File: config.mk
export PLATFORM = sky130hd
export DESIGN_NAME = uart_rx_os
export DESIGN_NICKNAME = d
export VERILOG_FILES = /design/src/rtl/uart_rx_os.sv
export SDC_FILE = /design/constraint.sdc
export NUM_CORES = 1
export LEC_CHECK = 0
export BUFFER_PORTS_ARGS = -buffer_cell sky130_fd_sc_hd__buf_2
export CAP_MARGIN = 10
export CELL_PAD_IN_SITES_DETAIL_PLACEMENT = 1
export CELL_PAD_IN_SITES_GLOBAL_PLACEMENT = 2
export CORE_ASPECT_RATIO = 0.75
export CORE_MARGIN = 4
export CORE_UTILIZATION = 40
export DETAILED_ROUTE_END_ITERATION = 12
export PLACE_DENSITY = 0.84
export REMOVE_ABC_BUFFERS = 1
export SYNTH_ARGS = -nofsm -noshare
export SYNTH_HDL_FRONTEND = slang
export SYNTH_SLANG_ARGS = --single-unit
File: constraint.sdc
create_clock -name clk -period 3.8 [get_ports clk]
set_input_delay 0.76 -clock clk [delete_from_list [all_inputs] [get_ports clk]]
set_output_delay 0.76 -clock clk [all_outputs]
set_load 0.1 [all_outputs]
File: src/rtl/uart_rx_os.sv
// Oversampling UART receiver with parity, framing and overrun reporting.
// Samples each bit mid-period using a clk-to-baud divisor.
module uart_rx_os #(
  parameter int DATA_BITS    = 8,
  parameter int CLKS_PER_BIT = 16,
  parameter int PARITY       = 0,
  parameter int STOP_BITS    = 1
) (
  input  logic                 clk,
  input  logic                 rst_n,
  input  logic                 rx,
  output logic [DATA_BITS-1:0] data,
  output logic                 data_valid,
  input  logic                 data_ack,
  output logic                 parity_err,
  output logic                 frame_err,
  output logic                 overrun,
  output logic                 busy
);

  localparam int HALF = CLKS_PER_BIT / 2;
  localparam int CW   = $clog2(CLKS_PER_BIT);

  typedef enum logic [2:0] {
    IDLE,
    START,
    DATA,
    PAR,
    STOP,
    WAIT_HIGH
  } state_t;

  state_t               st;
  logic                 rx_m;
  logic                 rx_s;
  logic [CW-1:0]        cnt;
  logic [3:0]           bitn;
  logic [DATA_BITS-1:0] sh;
  logic                 par_bit;
  logic                 fe_acc;
  logic                 pend;
  logic [DATA_BITS-1:0] pend_data;
  logic                 pend_pe;
  logic                 pend_fe;
  logic                 par_fail;
  logic                 mid_bit;
  logic                 half_bit;

  assign mid_bit  = (cnt == CW'(CLKS_PER_BIT - 1));
  assign half_bit = (cnt == CW'(HALF - 1));

  assign par_fail = (PARITY == 1) ? ~(^{sh, par_bit}) :
                    (PARITY == 2) ?  (^{sh, par_bit}) :
                    1'b0;

  // Two-flop synchroniser for the asynchronous line, idles high
  always_ff @(posedge clk or negedge rst_n) begin
    if (!rst_n) begin
      rx_m <= 1'b1;
      rx_s <= 1'b1;
    end else begin
      rx_m <= rx;
      rx_s <= rx_m;
    end
  end

  // Frame FSM: mid-bit sampling, shift LSB first, stage the word
  always_ff @(posedge clk or negedge rst_n) begin
    if (!rst_n) begin
      st        <= IDLE;
      cnt       <= '0;
      bitn      <= '0;
      sh        <= '0;
      par_bit   <= 1'b0;
      fe_acc    <= 1'b0;
      busy      <= 1'b0;
      pend      <= 1'b0;
      pend_data <= '0;
      pend_pe   <= 1'b0;
      pend_fe   <= 1'b0;
    end else begin
      pend <= 1'b0;
      unique case (st)
        IDLE: begin
          cnt    <= '0;
          bitn   <= '0;
          fe_acc <= 1'b0;
          if (!rx_s) begin
            st   <= START;
            busy <= 1'b1;
          end
        end
        START: begin
          if (half_bit) begin
            cnt <= '0;
            if (rx_s) begin
              st   <= IDLE;
              busy <= 1'b0;
            end else begin
              st <= DATA;
            end
          end else begin
            cnt <= cnt + 1'b1;
          end
        end
        DATA: begin
          if (mid_bit) begin
            cnt <= '0;
            sh  <= {rx_s, sh[DATA_BITS-1:1]};
            if (bitn == 4'(DATA_BITS - 1)) begin
              bitn <= '0;
              st   <= (PARITY != 0) ? PAR : STOP;
            end else begin
              bitn <= bitn + 1'b1;
            end
          end else begin
            cnt <= cnt + 1'b1;
          end
        end
        PAR: begin
          if (mid_bit) begin
            cnt     <= '0;
            par_bit <= rx_s;
            st      <= STOP;
          end else begin
            cnt <= cnt + 1'b1;
          end
        end
        STOP: begin
          if (mid_bit) begin
            cnt <= '0;
            if (bitn == 4'(STOP_BITS - 1)) begin
              pend      <= 1'b1;
              pend_data <= sh;
              pend_pe   <= par_fail;
              pend_fe   <= fe_acc | ~rx_s;
              st        <= rx_s ? IDLE : WAIT_HIGH;
              busy      <= ~rx_s;
            end else begin
              bitn   <= bitn + 1'b1;
              fe_acc <= fe_acc | ~rx_s;
            end
          end else begin
            cnt <= cnt + 1'b1;
          end
        end
        WAIT_HIGH: begin
          if (rx_s) begin
            st   <= IDLE;
            busy <= 1'b0;
          end
        end
        default: begin
          st   <= IDLE;
          busy <= 1'b0;
        end
      endcase
    end
  end

  // Output register: commit staged word, or consume on ack
  always_ff @(posedge clk or negedge rst_n) begin
    if (!rst_n) begin
      data       <= '0;
      data_valid <= 1'b0;
      parity_err <= 1'b0;
      frame_err  <= 1'b0;
      overrun    <= 1'b0;
    end else if (pend) begin
      if (!data_valid || data_ack) begin
        data       <= pend_data;
        parity_err <= pend_pe;
        frame_err  <= pend_fe;
        data_valid <= 1'b1;
        overrun    <= 1'b0;
      end else begin
        overrun <= 1'b1;
      end
    end else if (data_valid && data_ack) begin
      data_valid <= 1'b0;
      overrun    <= 1'b0;
    end
  end

endmodule
* After elaboration in Yosys (flattened, before gate mapping)
Cells that the tools add are included.
Word-level totals: bits in registers 44, input bits 4, output and inout bits 13, logic and storage cells 93
Cells by class: add/subtract/negate cells 2, eq/ne operators 18, mux-type cells 36, bitwise gates (word level) 3, reductions and logical operators 19
Operators with widths (count):
- 2-to-1 mux 3 bit | 9
- 2-to-1 mux 4 bit | 6
- case mux 4 bit (3 select lines) | 2
- != test 2 bit, second input constant | 9
- case mux 3 bit (6 select lines) | 1
- 2-to-1 mux 1 bit | 15
- adder 4 x 1 -> 4 bit, second input constant | 2
- == test 4 x 3 -> 1 bit, second input constant | 2
- AND reduction 8 bit | 1
- == test 3 x 2 -> 1 bit, second input constant | 2
- == test 3 bit, second input constant | 2
- AND reduction 2 bit | 3
- AND reduction 3 bit | 2
- nonzero test 3 bit | 2
- case mux 1 bit (5 select lines) | 1
- AND reduction 5 bit | 1
- == test 4 bit, second input constant | 1
- logical NOT 4 bit | 1
- AND reduction 4 bit | 1
- nonzero test 2 bit | 2
- == test 3 x 1 -> 1 bit, second input constant | 1
- logical NOT 3 bit | 1
- OR reduction 3 bit | 1
- 2-to-1 mux 2 bit | 1
- other kinds (8) | 9

* Logic depth before layout (Yosys ltp)
Gate-level depths: netlist (run 1).
depth after elaboration 5, depth in mapped cells 7

* Least setup slack after synthesis (run 1)
Ideal clock, no wire load.
path kind flip-flop to flip-flop, start register data_valid, end register data[0], arrival 1.708 ns, slack 1.966 ns, cell stages (with the launch flop) 4, path buffers 0, clock period less this slack 1.834 ns, path through dfrtp_1 nand2b_1 nand2_1 mux2_2
Between the ends: cells in the longest elaborated chain, start to end 3
Ends and longest elaborated chain:
- start, declared | RTL line 13 | output logic data_valid,
- start signal, assigned | RTL line 165 | data_valid <= 1'b0;
- start signal, assigned | RTL line 174 | data_valid <= 1'b1;
- start signal, assigned | RTL line 180 | data_valid <= 1'b0;
- logical NOT 1 bit | RTL line 170 | if (!data_valid || data_ack) begin
- logical OR 1 bit | RTL line 170
- AND reduction 2 bit (no line)
- end signal, assigned | RTL line 171 | data <= pend_data;
- end, declared | RTL line 12 | output logic [DATA_BITS-1:0] data,
No other way between the ends. A chain may end at the register's enable or synchronous reset.

* Worst setup path after layout (run 1)
start register bitn[0], end register pend_data[1]
Between the ends: cells in the longest elaborated chain, start to end 2
Ends and longest elaborated chain:
- start, declared | RTL line 37 | logic [3:0] bitn;
- start signal, assigned | RTL line 114 | bitn <= bitn + 1'b1;
- start signal, assigned | RTL line 140 | bitn <= bitn + 1'b1;
- logical NOT 4 bit | RTL line 132 | if (bitn == 4'(STOP_BITS - 1)) begin
- AND reduction 3 bit (no line)
- end signal, assigned | RTL line 134 | pend_data <= sh;
- end, declared | RTL line 42 | logic [DATA_BITS-1:0] pend_data;
No other way between the ends.

==> metrics.txt, run 1 <==
# TYPE chip_impl_metric gauge
chip_impl_metric{name="power_per_cell_area",unit="mW/mm2"} 580
chip_impl_info{name="layout_common_cells",value="dfrtp_1 (42), mux2_2 (19), buf_2 (15)"} 1
chip_impl_metric{name="fin_total_pwr",unit="uW"} 1370
chip_impl_info{name="worst_path_cell_trace",value="inv_1, ha_1, nor3b_4, nand4_2, mux2_4"} 1
chip_impl_metric{name="place_congestion",unit=""} 0.753
chip_impl_metric{name="ports_placed_on_the_boundary",unit=""} 17
chip_impl_info{name="critical_path_source_type",value="register"} 1
chip_impl_metric{name="vias_in_the_first_global_route",unit=""} 1486
chip_impl_metric{name="post_synth_num_cell_types",unit=""} 49
chip_impl_metric{name="total_of_cells_resized_after_clock_tree_synthesis",unit=""} 0
chip_impl_metric{name="dr.first_iter.drc_count",unit=""} 94
chip_impl_metric{name="ant_nets",unit=""} 0
chip_impl_metric{name="clk_transition_reported_paths",unit="ns"} 0.09
chip_impl_metric{name="synth-edff-count",unit=""} 0
chip_impl_metric{name="ctsLongestPathBuffers",unit=""} 2
chip_impl_metric{name="floorplan.die.width",unit="um"} 92.8
chip_impl_info{name="timing.setup.critical_path_class",value="reg2reg"} 1
chip_impl_metric{name="grt_max_degree",unit=""} 45
chip_impl_metric{name="routed_wl",unit="um"} 4460
chip_impl_metric{name="required_time_reported_for_the_critical_path_endpoint",unit="ns"} 3.98
chip_impl_metric{name="cell_count_after_synthesis",unit=""} 182
chip_impl_metric{name="setup-tns-final",unit="ns"} 0
chip_impl_info{name="synth_flop_cell",value="dfrtp_1"} 1
chip_impl_info{name="outcome",value="finished, final reports clean"} 1
chip_impl_metric{name="finalCritPeriodShare",unit=""} 0.550
chip_impl_metric{name="antenna_found_initial",unit=""} 0
chip_impl_metric{name="slew_headroom",unit=""} 0.350
chip_impl_metric{name="detail_route.vias_per_cell",unit=""} 5.36
chip_impl_metric{name="timing.critical_path.fanout_max",unit=""} 11
chip_impl_info{name="cpLargestDelayFamily",value="simple AND/OR/NAND/NOR gates"} 1
chip_impl_metric{name="multi_input_comb_area",unit="um2"} 965
chip_impl_metric{name="synth_seq_cells",unit=""} 44
chip_impl_info{name="layout_commonest_cell",value="dfrtp_1"} 1
chip_impl_metric{name="worstSkewPairLatency",unit="ns"} 0.30
chip_impl_metric{name="area_growth_syn_to_layout",unit="%"} 9.68
chip_impl_info{name="hold_crit_path_type",value="reg2reg"} 1
chip_impl_metric{name="route.detailed.drc",unit=""} 0
chip_impl_metric{name="avgSynthCellArea",unit="um2"} 11.9
chip_impl_metric{name="num_rows",unit=""} 22
chip_impl_metric{name="synth_warnings",unit=""} 0
chip_impl_metric{name="cp.arrival",unit="ns"} 2.27
chip_impl_metric{name="clock_sink_count",unit=""} 44
chip_impl_info{name="tritoncts",value="done"} 1
chip_impl_metric{name="timing.final.setup_violations",unit=""} 0
chip_impl_metric{name="finalHoldViolCount",unit=""} 0
chip_impl_metric{name="start_util",unit=""} 0.426
chip_impl_metric{name="track_usage",unit=""} 0.146
chip_impl_metric{name="number_of_diodes",unit=""} 0
chip_impl_info{name="grt_setup_unrepaired",value="false"} 1
chip_impl_metric{name="fraction_of_final_layout_cells_sized_beyond_drive_strength_1",unit=""} 0.292
chip_impl_metric{name="worst_slew_pin_slew",unit="ns"} 0.975
chip_impl_metric{name="seq_area_frac_synth",unit=""} 0.511
chip_impl_metric{name="cts_buffers",unit=""} 5
chip_impl_metric{name="irDropWorstVdd",unit="V"} 0.000320
chip_impl_metric{name="global_route_wire_length_before_repair",unit="um"} 7730
chip_impl_metric{name="cp.buffers_inverters",unit=""} 1
chip_impl_metric{name="firstDrtPassIters",unit=""} 4
chip_impl_metric{name="timing.final.crit_period",unit="ns"} 2.09
chip_impl_info{name="clock_tree.root_cell",value="clkbuf_8"} 1
chip_impl_metric{name="io_buffer_count",unit=""} 15
chip_impl_metric{name="hold_slack",unit="ns"} 0.370
chip_impl_metric{name="ctsHtreeMaxLevel",unit=""} 2
chip_impl_metric{name="final_net_count",unit=""} 201
chip_impl_metric{name="post-cts-setup-buffer-count",unit=""} 0
chip_impl_info{name="crit_slowest_cell",value="nand4_2"} 1
chip_impl_metric{name="slowest_delay",unit="ns"} 0.48
chip_impl_metric{name="finalClockSkew",unit="ns"} 0.00758
chip_impl_metric{name="post_cts_hold_buffer_count",unit=""} 0
chip_impl_metric{name="total_leakage_power",unit="uW"} 0.00117
chip_impl_metric{name="route.detailed.wl_per_inst",unit="um"} 16.7
chip_impl_metric{name="sequential_cell_area",unit="mm2"} 0.00110
chip_impl_metric{name="core-area",unit="mm2"} 0.00506
chip_impl_metric{name="floorplan.die.height",unit="um"} 71.6
chip_impl_metric{name="synthesized_cell_area",unit="mm2"} 0.00216
chip_impl_metric{name="detailroute.via_count",unit=""} 1431
chip_impl_info{name="end_kind",value="register"} 1
chip_impl_metric{name="max_slew_violation_count",unit=""} 0
chip_impl_metric{name="n_fill_cell",unit=""} 574
chip_impl_metric{name="maxClockFrequency",unit="MHz"} 478
chip_impl_metric{name="maxCapViolCount",unit=""} 0
chip_impl_metric{name="async_set_or_reset_flop_fraction_in_the_synthesized_netlist",unit=""} 1.00
chip_impl_metric{name="hpwl",unit="um"} 3140
chip_impl_metric{name="grt-ovfl-total",unit=""} 0
chip_impl_metric{name="die_footprint",unit="mm2"} 0.00665
## final timing paths
path	slack, ns	cells after the start	to	start
worst max-delay path	1.71	5	pend_data[1]	bitn[0]
worst min-delay path	0.37	0	rx_s	rx_m
worst max register to register	1.71	5	pend_data[1]	bitn[0]
worst min register to register	0.37	0	rx_s	rx_m
max in group asynchronous	2.58	1	pend	rst_n
min in group asynchronous	0.61	1	sh[4]	rst_n
## cell type report
type                    instances  area share
clock buffers                   5      0.0291
clock inverters                 3      0.0180
inverters                       6     0.00951
multi-input cells             122       0.408
flip-flops and latches         44       0.466
well taps                      72      0.0381
repair buffers                 15      0.0317
## synthesized netlist by cell type (3+ instances only)
library cell  number  area, um2
buf_4              5       37.5
nand2_1            6       22.5
buf_2              3       15.0
a21oi_1            9       45.0
o21a_1             3       22.5
dfrtp_1           42       1050
mux2_4             7        105
mux2_2            19        214
ha_1               3       37.5
nor3_1             6       30.0
o211ai_1           3       22.5
inv_1              6       22.5
o21ai_0            8       40.0
nand2b_1           7       43.8
mux2i_1            3       30.0
nand3_1            6       30.0
nor2_1             6       22.5
## metrics by stage
step	utilization	setup WS, ns	instances	area, um2
floorplan	-	1.97	172	2090
global placement	0.445	1.85	259	2260
detailed placement	0.445	1.75	259	2260
CTS	0.467	1.72	267	2370
global route	0.467	1.58	267	2370
finish	0.467	1.71	267	2370
## where the power goes
group / switching, uW / internal (uW) / leakage, uW
logic: 234 / 164 / 0.000526
registers: 112 / 504 / 0.000594
clock network: 163 / 195 / 0.0000541
total: 509 / 863 / 0.00117
## registers in the layout (all words and copies together), names as in the netlist, 3 cells and up
register and flops:
data 8, pend_data 8, sh 8, bitn 4, cnt 4, st 3
## metal layers
layer | share of wire | track usage
met1 | 0.52 | 0.214
met5 | 0 | 0
met3 | 0.023 | 0.0325
met2 | 0.45 | 0.217
met4 | 0.0085 | 0.0390
## kinds of logic after synthesis
| kind of cell | share of synthesized area |
|---|---|
| adders and majority gates | 0.0174 |
| muxes | 0.162 |
| buffers and inverters | 0.0417 |
| AOI/OAI and AO/OA | 0.130 |
| DFF | 0.511 |
| other | 0.00174 |
| and+or+nand+nor | 0.136 |
## worst reg2reg max path: stages (launching register included)
cell,delay [ns]
dfrtp_1,0.43
inv_1,0.10
ha_1,0.16
nor3b_4,0.35
nand4_2,0.48
mux2_4,0.45
Power figures use the tool's default switching activity.
==> run 2, diff against run 1 <==
ABC_AREA = 1   (was unset)
CORE_UTILIZATION = 36   (was 40)
clock period = 2.1 ns   (was 3.8 ns; I/O delays follow)
==> metrics.txt, run 2 <==
# TYPE chip_impl_metric gauge
chip_impl_info{name="outcome",value="finished, final reports clean"} 1
chip_impl_metric{name="synth_seq_cells",unit=""} 44
chip_impl_info{name="synth_top_family_by_area",value="simple AND/OR/NAND/NOR gates"} 1
chip_impl_metric{name="power_per_cell_area",unit="mW/mm2"} 1000
chip_impl_metric{name="routed_wl",unit="um"} 4140
chip_impl_metric{name="post_cts_hold_buffer_count",unit=""} 0
chip_impl_metric{name="detail_route.vias_per_cell",unit=""} 4.61
chip_impl_metric{name="place_congestion",unit=""} 0.787
chip_impl_metric{name="finalHoldViolCount",unit=""} 0
chip_impl_metric{name="yosys-mux-area-fraction",unit=""} 0
chip_impl_info{name="top_regs",value="data: 8 flops, pend_data: 8 flops, sh: 8 flops"} 1
chip_impl_info{name="layout_common_cells",value="nand2_1 (77), dfrtp_1 (42), inv_1 (20)"} 1
chip_impl_metric{name="ant_nets",unit=""} 0
chip_impl_metric{name="post-place-ws",unit="ns"} 0.509
chip_impl_metric{name="track_usage",unit=""} 0.137
chip_impl_metric{name="setup-tns-final",unit="ns"} 0
chip_impl_info{name="synth_top_cell_by_area",value="dfrtp_1"} 1
chip_impl_metric{name="async_set_or_reset_flop_fraction_in_the_synthesized_netlist",unit=""} 1.00
chip_impl_info{name="most_used_standard_cells_in_the_synthesized_netlist",value="nand2_1 (77), dfrtp_1 (42), inv_1 (20)"} 1
chip_impl_metric{name="finalClockSkew",unit="ns"} 0.00649
chip_impl_metric{name="grt-ovfl-total",unit=""} 0
chip_impl_metric{name="maxClockFrequency",unit="MHz"} 639
chip_impl_metric{name="detailed_place.area",unit="mm2"} 0.00219
chip_impl_metric{name="synth_compound_area_frac",unit=""} 0.101
chip_impl_metric{name="global_route_wire_length_before_repair",unit="um"} 7520
chip_impl_metric{name="post-synth-top-area-fraction",unit=""} 0.512
chip_impl_metric{name="total_of_cells_resized_after_clock_tree_synthesis",unit=""} 0
chip_impl_metric{name="route.detailed.drc",unit=""} 0
chip_impl_metric{name="worstSkewPairLatency",unit="ns"} 0.29
chip_impl_metric{name="clk_transition_reported_paths",unit="ns"} 0.08
chip_impl_metric{name="io_buffer_count",unit=""} 15
chip_impl_metric{name="post-cts-setup-buffer-count",unit=""} 0
chip_impl_metric{name="number_of_diodes",unit=""} 0
chip_impl_info{name="layout_commonest_cell",value="nand2_1"} 1
chip_impl_metric{name="timing.final.setup_violations",unit=""} 0
chip_impl_metric{name="synth_warnings",unit=""} 0
chip_impl_metric{name="detailroute.via_count",unit=""} 1511
chip_impl_metric{name="hpwl",unit="um"} 3050
chip_impl_metric{name="timing.final.crit_period",unit="ns"} 1.57
chip_impl_metric{name="cts_buffers",unit=""} 5
chip_impl_info{name="timing.setup.critical_path_class",value="reg2reg"} 1
chip_impl_info{name="hold_crit_path_type",value="in2async"} 1
chip_impl_metric{name="fraction_of_final_layout_cells_sized_beyond_drive_strength_1",unit=""} 0.217
chip_impl_metric{name="floorplan.die.height",unit="um"} 73.4
chip_impl_metric{name="avgSynthCellArea",unit="um2"} 8.81
chip_impl_metric{name="synth-simple-area-share",unit=""} 0.267
chip_impl_metric{name="cp.arrival",unit="ns"} 1.74
chip_impl_metric{name="n_fill_cell",unit=""} 656
chip_impl_metric{name="start_util",unit=""} 0.378
chip_impl_metric{name="core-area",unit="mm2"} 0.00544
chip_impl_metric{name="post_synth_num_cell_types",unit=""} 26
chip_impl_metric{name="route.detailed.wl_per_inst",unit="um"} 12.6
chip_impl_metric{name="total_leakage_power",unit="uW"} 0.00119
chip_impl_metric{name="maxCapViolCount",unit=""} 0
chip_impl_info{name="critical_path_source_type",value="register"} 1
chip_impl_metric{name="area_growth_syn_to_layout",unit="%"} 12.0
chip_impl_metric{name="irDropWorstVdd",unit="V"} 0.000415
chip_impl_metric{name="final_net_count",unit=""} 259
chip_impl_info{name="clock_tree.root_cell",value="clkbuf_8"} 1
chip_impl_metric{name="placed_cells",unit=""} 320
chip_impl_metric{name="ctsHtreeMaxLevel",unit=""} 2
chip_impl_metric{name="seq_area_frac_synth",unit=""} 0.537
chip_impl_metric{name="vias_in_the_first_global_route",unit=""} 1604
chip_impl_metric{name="synthesized_cell_area",unit="mm2"} 0.00205
chip_impl_metric{name="rr_worst_depth",unit=""} 7
chip_impl_metric{name="timing.critical_path.fanout_max",unit=""} 17
chip_impl_info{name="yosysMostFrequentCell",value="nand2_1"} 1
chip_impl_metric{name="required_time_reported_for_the_critical_path_endpoint",unit="ns"} 2.27
chip_impl_metric{name="synth-edff-count",unit=""} 0
chip_impl_info{name="synth_flop_cell",value="dfrtp_1"} 1
chip_impl_metric{name="dr.first_iter.drc_count",unit=""} 63
chip_impl_metric{name="fin_cells",unit=""} 328
chip_impl_metric{name="ports_placed_on_the_boundary",unit=""} 17
chip_impl_metric{name="design_area",unit="mm2"} 0.00230
chip_impl_metric{name="post_route_worst_setup_slack",unit="ns"} 0.534
chip_impl_metric{name="clock_sink_count",unit=""} 44
chip_impl_metric{name="arithmetic_cell_share_of_the_synthesized_area_counting_full_adders_half_adders_and_majority_gates",unit=""} 0.0183
chip_impl_metric{name="floorplan.die.width",unit="um"} 95.2
chip_impl_info{name="tritoncts",value="done"} 1
chip_impl_info{name="end_kind",value="register"} 1
chip_impl_metric{name="worst_slew_pin_slew",unit="ns"} 0.570
chip_impl_metric{name="num_rows",unit=""} 23
chip_impl_info{name="grt_setup_unrepaired",value="false"} 1
chip_impl_metric{name="cell_count_after_synthesis",unit=""} 233
chip_impl_metric{name="firstDrtPassIters",unit=""} 4
chip_impl_metric{name="die_footprint",unit="mm2"} 0.00699
chip_impl_metric{name="multi_input_comb_area",unit="um2"} 815
chip_impl_info{name="post_synth_main_area_contributors",value="dfrtp_1 (51%), nand2_1 (14%), o21ai_0 (3.9%)"} 1
chip_impl_metric{name="grt_max_degree",unit=""} 45
chip_impl_metric{name="slew_headroom",unit=""} 0.620
chip_impl_metric{name="antenna_found_initial",unit=""} 0
chip_impl_metric{name="sequential_cell_area",unit="mm2"} 0.00110
chip_impl_metric{name="synth_xor_xnor_area_share",unit=""} 0.00853
chip_impl_metric{name="max_slew_violation_count",unit=""} 0
chip_impl_metric{name="finalCritPeriodShare",unit=""} 0.746
chip_impl_metric{name="ctsLongestPathBuffers",unit=""} 2
run 2: cell count changes after synthesis, sizes merged, moves of 4 or more:
cell | previous run | this run
mux2 | 26 | 0
nand4 | 4 | 0
o21ai | 10 | 29
nand2b | 7 | 0
nand2 | 6 | 89
nor3 | 6 | 1
a21oi | 9 | 2
buf | 9 | 4
nand3 | 6 | 13
inv | 6 | 23
nor2 | 6 | 17
run 2: layer usage:
| metal | part of all wire | vias up | GRT usage |
|---|---|---|---|
| met5 | 0 | - | 0 |
| li1 | - | 771 | - |
| met2 | 0.43 | 14 | 0.203 |
| met1 | 0.54 | 724 | 0.199 |
| met4 | 0.0058 | 0 | 0.0336 |
| met3 | 0.027 | 2 | 0.0338 |
run 2: logic make-up after synthesis:
group | count (synthesis)
AND/OR/NAND/NOR | 120
other | 1
AO/OA/AOI/OAI | 34
XOR/XNOR | 2
flip-flops | 44
buffers and inverters | 29
adder cells (fa/ha/maj) | 3
run 2: area by class of cell:
type                            count  area share
Clock buffer                        6      0.0316
Clock inverter                      2      0.0152
Inverter                           24      0.0392
Multi-Input combinational cell    160       0.354
Sequential cell                    44       0.480
Tap cell                           75      0.0408
Timing Repair Buffer               17      0.0392
run 2: power breakdown:
| part | internal [uW] | switching, uW | leakage, uW | total (uW) |
|---|---|---|---|---|
| clock | 353 | 283 | 0.0000552 | 636 |
| sequential | 913 | 92.8 | 0.000595 | 1010 |
| combinational | 188 | 469 | 0.000539 | 657 |
| total | 1450 | 845 | 0.00119 | 2300 |
run 2: per-stage QoR:
stage / hold slack, ns / utilization / power [uW]
global route: 0.203 / 0.423 / 2470
finish: 0.205 / 0.423 / 2300
CTS: 0.210 / 0.423 / 2330
global placement: 0.347 / 0.403 / 1680
detailed placement: 0.349 / 0.403 / 1680
floorplan: 0.124 / - / 1520
run 2: path summary, 6_finish.rpt:
check / start / endpoint / slack, ns
min in group clk: rx / rx_m / 0.22
setup / recovery: cnt[0] / pend_data[0] / 0.53
setup reg to reg: cnt[0] / pend_data[0] / 0.53
hold reg to reg: rx_m / rx_s / 0.36
max in group asynchronous: rst_n / sh[7] / 1.51
hold / removal: rst_n / cnt[1] / 0.20
run 2: critical path: stages (launching register included):
cell     delay [ns]
dfrtp_1        0.41
ha_1           0.26
nand3_1        0.20
inv_1          0.14
nand2_4        0.24
inv_2          0.07
nand2_1        0.06
o21ai_0        0.07
